[src/rtl/reset_seq_pkg.sv]
// -----------------------------------------------------------------------------
// reset_seq_pkg
// Shared types and helpers for the power-on / reset sequencer.
//   seq_state_t : sequencer FSM encoding, also exported on seq_state
//                 (the unused code 3 is treated as HOLD by the FSM).
//   clog2_min1  : counter width helper that never returns less than 1 bit.
// -----------------------------------------------------------------------------
package reset_seq_pkg;

  typedef enum logic [1:0] {
    ST_HOLD    = 2'd0,
    ST_RELEASE = 2'd1,
    ST_RUN     = 2'd2
  } seq_state_t;

  // Width needed to count 0..value-1, with a floor of one bit so that
  // degenerate parameters (value of 1 or 2) still give a legal vector.
  function automatic int clog2_min1(input int value);
    int result;
    if (value <= 2) begin
      result = 1;
    end else begin
      result = $clog2(value);
    end
    return result;
  endfunction

endpackage : reset_seq_pkg

[src/rtl/rst_deglitch.sv]
// -----------------------------------------------------------------------------
// rst_deglitch
// Synchronises the raw active-low reset pad into the clk domain and applies a
// symmetric run-length filter: the filtered level only follows the synced pad
// once it has disagreed for GLITCH_CYC consecutive samples.
// Ports:
//   clk     in  : clock
//   rst     in  : synchronous active-high reset (filtered level forced to 0)
//   pad     in  : raw pad level, asynchronous to clk
//   pad_ok  out : registered filtered pad level (1 = pad released)
//   pad_bad out : registered complement of pad_ok
// -----------------------------------------------------------------------------
module rst_deglitch
  import reset_seq_pkg::*;
#(
  parameter int SYNC_STAGES = 2,
  parameter int GLITCH_CYC  = 4
) (
  input  logic clk,
  input  logic rst,
  input  logic pad,
  output logic pad_ok,
  output logic pad_bad
);

  localparam int            GW          = clog2_min1(GLITCH_CYC);
  localparam logic [GW-1:0] GLITCH_ZERO = GW'(0);
  localparam logic [GW-1:0] GLITCH_ONE  = GW'(1);
  localparam logic [GW-1:0] GLITCH_LAST = GW'(GLITCH_CYC - 1);

  logic [SYNC_STAGES-1:0] sync_q, sync_d;
  logic [GW-1:0]          glitch_cnt_q, glitch_cnt_d;
  logic                   pad_ok_q, pad_ok_d;
  logic                   pad_bad_q, pad_bad_d;
  logic                   s;

  // Oldest synchroniser stage is the only one considered metastability-safe.
  assign s = sync_q[SYNC_STAGES-1];

  // Next state of the synchroniser chain and the run-length filter.
  always_comb begin
    sync_d       = {sync_q[SYNC_STAGES-2:0], pad};
    pad_ok_d     = pad_ok_q;
    glitch_cnt_d = GLITCH_ZERO;
    if (s == pad_ok_q) begin
      // Agreement breaks any run in progress.
      glitch_cnt_d = GLITCH_ZERO;
    end else if (glitch_cnt_q == GLITCH_LAST) begin
      // This sample completes a run of GLITCH_CYC disagreeing samples.
      pad_ok_d     = s;
      glitch_cnt_d = GLITCH_ZERO;
    end else begin
      glitch_cnt_d = glitch_cnt_q + GLITCH_ONE;
    end
    pad_bad_d = ~pad_ok_d;
  end

  // Register bank for the synchroniser, filter counter and filtered level.
  always_ff @(posedge clk) begin
    if (rst) begin
      sync_q       <= {SYNC_STAGES{1'b0}};
      glitch_cnt_q <= GLITCH_ZERO;
      pad_ok_q     <= 1'b0;
      pad_bad_q    <= 1'b1;
    end else begin
      sync_q       <= sync_d;
      glitch_cnt_q <= glitch_cnt_d;
      pad_ok_q     <= pad_ok_d;
      pad_bad_q    <= pad_bad_d;
    end
  end

  assign pad_ok  = pad_ok_q;
  assign pad_bad = pad_bad_q;

endmodule : rst_deglitch

[src/rtl/reset_seq_por.sv]
// -----------------------------------------------------------------------------
// reset_seq_por
// Power-on / reset sequencer. Derives the POR pair from the de-glitched pad,
// then releases N_DOM active-low domain resets in order (domain 0 first),
// STRETCH cycles apart, after a minimum hold of STRETCH cycles. A software
// request or a pad assertion drops every domain back into the hold phase;
// the software request never touches the POR pair.
// Ports:
//   clk        in  : clock
//   rst        in  : synchronous active-high reset
//   PAD        in  : raw active-low reset pad, asynchronous to clk
//   sw_rst_req in  : software reset request (level, one cycle suffices)
//   dom_rstb   out : per-domain active-low resets [N_DOM-1:0]
//   porb_l     out : filtered pad level (1 = not in POR)
//   por_l      out : complement of porb_l
//   seq_done   out : all domains released
//   seq_state  out : FSM state (0 HOLD, 1 RELEASE, 2 RUN)
// -----------------------------------------------------------------------------
module reset_seq_por
  import reset_seq_pkg::*;
#(
  parameter int N_DOM       = 3,
  parameter int SYNC_STAGES = 2,
  parameter int GLITCH_CYC  = 4,
  parameter int STRETCH     = 16
) (
  input  logic             clk,
  input  logic             rst,
  input  logic             PAD,
  input  logic             sw_rst_req,
  output logic [N_DOM-1:0] dom_rstb,
  output logic             porb_l,
  output logic             por_l,
  output logic             seq_done,
  output logic [1:0]       seq_state
);

  localparam int            CW        = clog2_min1(STRETCH);
  localparam int            IW        = clog2_min1(N_DOM);
  localparam logic [CW-1:0] CNT_ZERO  = CW'(0);
  localparam logic [CW-1:0] CNT_ONE   = CW'(1);
  localparam logic [CW-1:0] CNT_LAST  = CW'(STRETCH - 1);
  localparam logic [IW-1:0] IDX_ZERO  = IW'(0);
  localparam logic [IW-1:0] IDX_ONE   = IW'(1);
  localparam logic [IW-1:0] IDX_LAST  = IW'(N_DOM - 1);

  seq_state_t       state_q, state_d;
  logic [CW-1:0]    cnt_q, cnt_d;
  logic [IW-1:0]    idx_q, idx_d;
  logic [N_DOM-1:0] dom_rstb_q, dom_rstb_d;
  logic             seq_done_q, seq_done_d;
  logic             pad_ok;
  logic             pad_bad;
  logic             abort;

  rst_deglitch #(
    .SYNC_STAGES (SYNC_STAGES),
    .GLITCH_CYC  (GLITCH_CYC)
  ) u_deglitch (
    .clk     (clk),
    .rst     (rst),
    .pad     (PAD),
    .pad_ok  (pad_ok),
    .pad_bad (pad_bad)
  );

  // Either a POR or a software request pulls released domains back to HOLD.
  assign abort = (!pad_ok) || sw_rst_req;

  // Sequencer next state plus output decode from the upcoming state, so the
  // registered outputs move on the same edge as the state.
  always_comb begin
    state_d    = state_q;
    cnt_d      = cnt_q;
    idx_d      = idx_q;
    dom_rstb_d = {N_DOM{1'b0}};
    seq_done_d = 1'b0;

    case (state_q)
      ST_RELEASE: begin
        if (abort) begin
          state_d = ST_HOLD;
          cnt_d   = CNT_ZERO;
        end else if (cnt_q == CNT_LAST) begin
          if (idx_q == IDX_LAST) begin
            state_d = ST_RUN;
          end else begin
            idx_d = idx_q + IDX_ONE;
            cnt_d = CNT_ZERO;
          end
        end else begin
          cnt_d = cnt_q + CNT_ONE;
        end
      end
      ST_RUN: begin
        if (abort) begin
          state_d = ST_HOLD;
          cnt_d   = CNT_ZERO;
        end else begin
          state_d = ST_RUN;
        end
      end
      default: begin
        // HOLD, and the unused encoding which behaves as HOLD.
        state_d = ST_HOLD;
        if (sw_rst_req) begin
          // Restart the minimum hold time.
          cnt_d = CNT_ZERO;
        end else if ((cnt_q == CNT_LAST) && pad_ok) begin
          state_d = ST_RELEASE;
          idx_d   = IDX_ZERO;
          cnt_d   = CNT_ZERO;
        end else if (cnt_q != CNT_LAST) begin
          cnt_d = cnt_q + CNT_ONE;
        end else begin
          // Saturated, waiting for the pad.
          cnt_d = cnt_q;
        end
      end
    endcase

    case (state_d)
      ST_RELEASE: begin
        // Thermometer release: every domain up to and including idx.
        for (int j = 0; j < N_DOM; j++) begin
          dom_rstb_d[j] = (j <= int'(idx_d));
        end
        seq_done_d = 1'b0;
      end
      ST_RUN: begin
        dom_rstb_d = {N_DOM{1'b1}};
        seq_done_d = 1'b1;
      end
      default: begin
        dom_rstb_d = {N_DOM{1'b0}};
        seq_done_d = 1'b0;
      end
    endcase
  end

  // Sequencer state, counters and registered outputs.
  always_ff @(posedge clk) begin
    if (rst) begin
      state_q    <= ST_HOLD;
      cnt_q      <= CNT_ZERO;
      idx_q      <= IDX_ZERO;
      dom_rstb_q <= {N_DOM{1'b0}};
      seq_done_q <= 1'b0;
    end else begin
      state_q    <= state_d;
      cnt_q      <= cnt_d;
      idx_q      <= idx_d;
      dom_rstb_q <= dom_rstb_d;
      seq_done_q <= seq_done_d;
    end
  end

  assign dom_rstb  = dom_rstb_q;
  assign seq_done  = seq_done_q;
  assign seq_state = state_q;
  assign porb_l    = pad_ok;
  assign por_l     = pad_bad;

endmodule : reset_seq_por

[config.mk]
export PLATFORM = sky130hd
export DESIGN_NAME = reset_seq_por
export DESIGN_NICKNAME = d
export VERILOG_FILES = /design/src/rtl/reset_seq_pkg.sv /design/src/rtl/rst_deglitch.sv /design/src/rtl/reset_seq_por.sv
export SDC_FILE = /design/constraint.sdc
export NUM_CORES = 1
export LEC_CHECK = 0
export CORE_UTILIZATION = 42
export DETAILED_ROUTE_END_ITERATION = 10
export GPL_ROUTABILITY_DRIVEN = 0
export PLACE_DENSITY = 0.74
export SKIP_LAST_GASP = 1
export SLEW_MARGIN = 30
export SYNTH_ARGS = -nofsm -noshare
export SYNTH_HDL_FRONTEND = slang
export SYNTH_HIERARCHICAL = 1
export SYNTH_SLANG_ARGS = --single-unit
[constraint.sdc]
create_clock -name clk -period 2.4 [get_ports clk]
set_input_delay 0.24 -clock clk [delete_from_list [all_inputs] [get_ports clk]]
set_output_delay 0.24 -clock clk [all_outputs]
set_load 0.02 [all_outputs]
==> results.md, run 1 <==
- STA puts the critical path data arrival time at 2.39 ns.
- The top cell types in the final layout, fill and taps aside, are 18 x dfxtp_1, 11 x clkdlybuf4s50_1, 9 x nor2_1.
- 0 antenna diodes ended up in the layout.
- Summed over all cells, the static leakage comes to 0.411 nW.
- STA classifies the critical path endpoint as a flip-flop.
- The synthesized cell area is ~970 um2.
- For the pin with the worst max-slew slack, the measured transition is 0.454 ns.
- The pre-antenna-repair detailed-routing pass consisted of 4 iterations.
- The total via count after detailed routing is slightly below 800.
- Of the total synthesized cell area, the portion taken by full adders, half adders and majority gates is 0.103.
- The cell class contributing the biggest share of worst-path delay is simple AND/OR/NAND/NOR gates.
- Global routing finished with a remaining overflow of 0.
- Counting both buffers and inverters, the worst setup path holds a total of 1.
- The estimated wirelength of the detail-placed design is 1340 um.
- Timing would allow up to 0.463 GHz.
- The number of sinks handled by clock tree synthesis is 18.
- Counting the buffers created by CTS gives 3.
- Counting along the longest clock path gives a buffer depth of 2.
- The netlist uses 41 different library cells.
- Post-CTS timing repair inserted 0 buffers for setup.
- The count of buffers inserted at the top-level ports is 11.
- The setup-violating endpoint count in the final report is 0.
- The basic-gate share of the synthesized area counting and, or, nand and nor cells is 0.261.
- The type of element launching the critical path is a flip-flop.
- The fraction of the core area covered by cells at the end of the flow is 0.516.
- After synthesis, the largest family of logic cells by area is simple AND/OR/NAND/NOR gates.
- The CTS clock-pin slew for the worst setup and hold paths is approximately 0.10 ns.
- After detailed routing, the number of remaining DRC violations is 0.
- Setup repair after global routing left no endpoint under its margin.
- The maximum vdd drop is ~0.44 mV.
- The average size of a mapped cell is between 9 and 10 um2.
- The required time at the endpoint of the critical path is 2.63 ns.
- Power comes to between 0.0005 and 0.0006 W.
- The fraction of the cycle the final worst path needs is 0.901.
- The floorplan has 17 rows.
- Pin placement for this block handled 12 I/O pins.
- The compound-gate portion of the synthesized area came to 0.186.
- In this design, the critical path's most frequently occurring cell is ha_1.
- The headroom to the max-slew limit is 0.696.
- Of the total synthesized cell area, the portion taken by XOR and XNOR cells is 0.00906.
- The share of the Yosys chip area taken by registers is 0.373.
- Traced cell by cell, the critical path runs through ha_1 > and3_1 > and2_0 > o21ai_1 > inv_1 > ha_1 > nor2_1 > o21ai_0 > a31oi_1.
- The global-route total usage across every layer is 0.178.
- The die covers 0.00250 mm2.
- On the final layout, the worst clock skew is roughly 0.0049 ns.
- The library cell used most frequently in the layout, excluding fill and tap cells, is dfxtp_1.
- For this block, the initial DRC count from the detailed router was 17.
- The floorplan die width is between 40 and 50 um.
- The via count of the first global-routing pass is 746.
- The tightest min-delay check is of the reg2reg type.
- The core region is around 0.0022 mm2.
- The max-slew violation total from the final report is 0.
- The count of hold buffers inserted by post-cts repair is 0.
- Entering global routing, the biggest net connects 13 pins.
- On the worst path, the slowest cell contributes a delay of ~0.34 ns.
- After synthesis, the share of cell area in mux cells is 0.0103.
- The cell at the root of the clock tree is clkbuf_4.
- For this design, the slowest cell found on the critical path is dfxtp_1.
- Synthesis produced approximately 110 cells.
- The smallest clock period supported by the final layout is computed as approximately 2.2 ns.
- The placement-stage worst setup slack is between 0.15 and 0.2 ns.
- The number of warnings issued by yosys is 6.
- The final setup slack of the worst path is 0.239 ns.
- From bottom edge to top edge, the die measures around 50 um.
- The minimum hold slack is 0.437 ns.
- The number of cells upsized or downsized after cts is 0.
- In the final routed layout, each cell accounts on average for 12.9 um.
- The maximum fanout count along the critical path is 6.
- The area growth from synthesis to layout is 16.9%.
- The first global-routing pass estimated 3420 um of wire.
- The routed design has between 1500 and 2000 um of wire.
- Setup total negative slack on the finished layout was measured at 0 ns.
- The critical path is of the reg2reg type.
- CTS built an H-tree with a depth of 1.
- The number of nets in the synthesized netlist is between 100 and 150.
- The layout cell share with drive strength beyond 1 is 0.127.
- For this configuration, the core starts out at a cell density of 0.441.
- The final hold violation count is 0.
- The power density over cell area is approximately 450 mW/mm2.
- The later pin in the worst-skew pair is clocked with a latency of 0.29 ns.
- The number of antenna violations at the first check in global routing is 0.
- After detailed routing, the number of vias per cell comes to roughly 5.4.
- The run finished with clean final reports.
- The count of max-cap constraint violations is 0.
- In this run, synthesis produced a sequential element count of 18.
- At the end of the flow, the number of nets in the layout was 131.
- The TritonCTS clock tree is done.
- The antenna violation net count after detailed routing is 0.
-- power breakdown --
group / internal [W] / switching (W)
clock: 0.0000924 / 0.0000924
sequential: 0.000302 / 0.00000209
combinational: 0.0000124 / 0.0000117
-- cell families (layout without fill, tap and decap cells) --
group	count (synthesis)	count (layout)
AO/OA/AOI/OAI	24	24
buffers and inverters	11	23
AND/OR/NAND/NOR	43	43
XOR/XNOR	1	1
adder cells (fa/ha/maj)	8	8
flip-flops	18	18
multiplexers	1	1
-- cell usage after synthesis (all sizes together) --
master  number  share of area
and3b        1          0.010
and2         2          0.014
nand3b       2          0.016
a311oi       2          0.018
and3         1         0.0065
o21ai        6          0.031
a211oi       4          0.044
buf          3          0.025
dfxtp       18           0.37
inv          6          0.023
xnor2        1         0.0091
nor2         9          0.035
clkbuf       2         0.0090
or3          2          0.018
nand4b       1         0.0091
o31ai        1         0.0078
mux2i        1          0.010
a211o        1          0.010
nor4         2          0.013
nand3        3          0.016
or2          1         0.0065
nand2b       2          0.013
nand2        5          0.019
a31oi        3          0.019
ha           8           0.10
and2b        1         0.0091
nor2b        4          0.026
nor4b        1          0.016
nor3         3          0.016
a21oi        5          0.030
nand4        3          0.019
a221oi       1          0.016
a41o         1          0.010
-- final cells by class --
cell class	instances	area (um2)
clock buffers	4	36.3
fillers	212	1060
inverters	6	22.5
multi-input cells	77	552
flip-flops and latches	18	360
well taps	28	35.0
repair buffers	13	125
-- final timing paths --
| path | start | endpoint | slack, ns | cells after the start |
|---|---|---|---|---|
| min | u_deglitch/glitch_cnt_q[0] | u_deglitch/glitch_cnt_q[0] | 0.44 | 1 |
| max reg2reg | cnt_q[0] | dom_rstb[1] | 0.24 | 9 |
| max | cnt_q[0] | dom_rstb[1] | 0.24 | 9 |
| min reg2reg | u_deglitch/glitch_cnt_q[0] | u_deglitch/glitch_cnt_q[0] | 0.44 | 1 |
-- through the flow --
| stage | cells | area (um2) |
|---|---|---|
| 2_1_floorplan | 106 | 967 |
| 3_3_place_gp | 142 | 1090 |
| 3_5_place_dp | 142 | 1090 |
| 4_1_cts | 146 | 1130 |
| 5_1_grt | 146 | 1130 |
| 6_report | 146 | 1130 |
-- state kept, by name, summed over array words and instances, names as in the netlist, named ones only --
signal and count:
u_deglitch/sync_q 2, seq_state 2, cnt_q 4, dom_rstb 3
u_deglitch/glitch_cnt_q 2, idx_q 2, u_deglitch/pad_bad 1, seq_done 1
-- layer usage --
layer | track usage | vias to the layer above | wire, um
li1 | - | 407 | -
met1 | 0.256 | 364 | 943
met2 | 0.267 | 13 | 867
met3 | 0.0463 | 2 | 57
met4 | 0.0286 | 0 | 12
met5 | 0 | - | 0
(Power assumes the default switching activity.)
==> run 2: changes to the inputs <==
Settings changed: CTS_BUF_LIST set to sky130_fd_sc_hd__clkbuf_2, PLACE_DENSITY 0.74 to 0.77.
Clock period 2.4 ns to 1.81 ns, I/O delays scaled along.
==> run 2 against run 1 <==
First-iteration DRC count rose by 140%. Final area grew 17%. Critical path type unchanged. Global-route usage grew 3.4 points. Clock-buffer cell count is 1 lower. Worst setup slack got worse by 0.20 ns.
==> results.md, run 2 (synthesis gave the netlist of run 1 again) <==
- The antenna violation net count after detailed routing was 0 (unchanged).
- The startpoint identified for the worst hold timing path is PAD.
- The worst setup path is captured at a flip-flop.
- The final hold violation count is 0 (unchanged).
- The cell row count is 17 (unchanged).
- The first-pass GRT wire length is 3960 um (+16%).
- The number of buffers added by the clock tree synthesis step came to 3 (unchanged).
- The wire length reported by the detailed router is 2210 um (+18%).
- The floorplan core area came to 0.00219 mm2 (unchanged).
- The final cell count without fillers is 160 (+9.6%).
- The net count of the finished layout is 145 (+11%).
- The number of cells after detailed placement was 154 (+8.5%).
- The type of the worst setup path is reg2reg.
- In the layout the commonest cells are 16 x buf_4, 12 x dfxtp_1, 11 x clkdlybuf4s50_1.
- The number of antenna repair diodes is 0 (unchanged).
- The top-level I/O count is 12 (unchanged).
- The largest net degree at the start of global routing came to 14 (+1).
- The number of buffers on the longest clock path is 2 (unchanged).
- The clock latency on the worst-skew pair is 0.32 ns (+0.03 ns).
- The startpoint of the most critical register-to-register path is idx_q[0].
- The number of levels in the clock H-tree came to 1 (unchanged).
- The layout cell share with drive strength beyond 1 is 0.348 (+0.221).
- The flip-flop count of the largest register after layout is 4 (unchanged).
- The count of hold buffers inserted by post-cts repair is 0 (unchanged).
- The via count of the first global-routing pass is 905 (+21%).
- The initial detailed-routing violation count is 40 (+23).
- The remaining global-route overflow came to 0 (unchanged).
- The critical path's largest stage delay is 0.36 ns (+0.02 ns).
- The type of element launching the critical path is a flip-flop.
- The TritonCTS clock tree is done.
- The floorplan die width came to 50.0 um (unchanged).
- Tracing the worst setup path back leads to its startpoint at idx_q[0].
- The die area is 0.00250 mm2 (unchanged).
- The count of buffers inserted at the top-level ports came to 11 (unchanged).
- The maximum fanout count along the critical path is 4 (-2).
- The count of max-cap constraint violations was 0 (unchanged).
- The total iterations of the first detailed-routing run is 4 (unchanged).
- In this design, the critical path's most frequently occurring cell is ha_4.
- The max-slew violation total from the final report was 0 (unchanged).
- The total via count after detailed routing is 894 (+14%).
- The global-route total usage across every layer is 0.212 (+0.0340).
- The CTS clock-pin slew for the worst setup and hold paths came to 0.18 ns (+0.08 ns).
- The library cell used most frequently in the layout, excluding fill and tap cells, is buf_4.
- Traced cell by cell, the critical path runs through inv_2 > ha_4 > a41o_1 > a21oi_1 > or3_4 > ha_4 > nor2_4 > o21ai_1 > a31oi_1.
- The final setup slack of the worst path is 0.0357 ns (-0.203 ns).
- Setup repair after global routing could not meet its margin everywhere.
- The flow ran to the end, and the final reports show no timing, DRC or antenna violations.
- The number of remaining DRC errors is 0 (unchanged).
- The via density per instance was 5.59 (+3.8%).
- The placement-stage worst setup slack is -0.0501 ns (-0.235 ns).
- The measured slew at the worst slew-check pin is 0.539 ns (+0.0850 ns).
- The number of sinks handled by clock tree synthesis was 18 (unchanged).
- The fraction of the cycle the final worst path needs is 0.980 (+0.0798).
- The register with the highest flop count is cnt_q.
- The final-layout fill cell count is 175 (-17%).
- The number of antenna violations at the first check in global routing came to 0 (unchanged).
- The worst hold path belongs to the class in2reg.
- The worst path arrival time is 2.03 ns (-0.36 ns).
- The standard cell with the maximum stage delay on the critical path is dfxtp_2.
- The maximum vdd drop is 0.410 mV (-6.1%).
- The growth of design area from synthesis to finish is 36.5%.
- The final critical delay including setup and external delays was 1.77 ns (-0.387 ns).
- The headroom to the max-slew limit came to 0.640 (-0.0569).
- The static leakage is 0.478 nW (+16%).
- The estimated wirelength of the detail-placed design is 1610 um (+20%).
- The routed length per placed instance is 13.8 um (+7.5%).
- The tree is rooted in a clkbuf_2.
- The starting density of the core is 0.441 (unchanged).
- The overall die height is 50.0 um (unchanged).
- The achievable frequency is 0.564 GHz (+22%).
- The largest clock skew in the final design is 0.0123 ns (+0.00738 ns).
- The power density over cell area is 473 mW/mm2 (+4.2%).
- The required time at the endpoint of the critical path came to 2.07 ns (-0.56 ns).
- The setup-violating endpoint count in the final report was 0 (unchanged).
==> run 2: cell types whose count changed in the layout (fill, tap and decap cells not counted), moves of 2 or more <==
cell      delta
buf_4       +14
dfxtp_1      -6
ha_1         -5
ha_4         +5
dfxtp_2      +4
clkbuf_2     +3
clkbuf_4     -3
dfxtp_4      +2
inv_1        -2
inv_2        +2
==> run 2: repair_timing <==
item | in CTS | in global routing
gates resized for setup | 13 | 1
setup endpoints to repair | 2 | 3
pin swaps | 4 | 3
buffers inserted | 1 | 1
==> run 2: per-layer routing <==
layer | global-route usage | up-vias | part of all wire
li1 | - | 435 | -
met1 | 0.253 | 421 | 0.41
met2 | 0.353 | 34 | 0.52
met3 | 0.0401 | 4 | 0.062
met4 | 0.114 | 0 | 0.0090
met5 | 0 | - | 0
==> run 2: power breakdown <==
| part | switching (W) | internal (W) |
|---|---|---|
| registers | 0.00000382 | 0.000399 |
| clock network | 0.000134 | 0.0000480 |
| logic | 0.0000180 | 0.0000214 |
==> run 2: final timing paths <==
kind,endpoint,slack [ns],depth (start not counted)
max,dom_rstb[1],0.04,9
min,u_deglitch/sync_q[0],0.39,2
max reg2reg,dom_rstb[1],0.04,9
min reg2reg,u_deglitch/glitch_cnt_q[0],0.45,1
==> run 2: per-stage QoR <==
| step | total power [W] | cell area, um2 | setup TNS [ns] | utilization | hold WS [ns] |
|---|---|---|---|---|---|
| floorplan | 0.000430 | 1020 | 0 | - | 0.253 |
| global placement | 0.000445 | 1230 | 0 | 0.560 | 0.417 |
| detailed placement | 0.000446 | 1230 | -0.0821 | 0.560 | 0.434 |
| CTS | 0.000626 | 1300 | 0 | 0.595 | 0.390 |
| global route | 0.000651 | 1320 | -0.103 | 0.603 | 0.405 |
| finish | 0.000624 | 1320 | 0 | 0.603 | 0.392 |
==> run 2: critical path, delay by kind of cell, from the launching register on <==
| family | cells | cell delay, ns |
|---|---|---|
| AND/OR/NAND/NOR | 2 | 0.45 |
| buffers and inverters | 1 | 0.07 |
| adder cells (fa/ha/maj) | 2 | 0.37 |
| AO/OA/AOI/OAI | 4 | 0.45 |
| flip-flops | 1 | 0.36 |
==> run 2: layout make-up <==
cell class / count / area (um2) / share of cell area
inverter: 6 / 22.5 / 0.0171
multi-input combinational: 77 / 641 / 0.485
clock buffer: 3 / 15.0 / 0.0114
sequential: 18 / 373 / 0.282
timing repair buffer: 27 / 230 / 0.174
clock inverter: 1 / 3.75 / 0.00284
tap: 28 / 35.0 / 0.0265
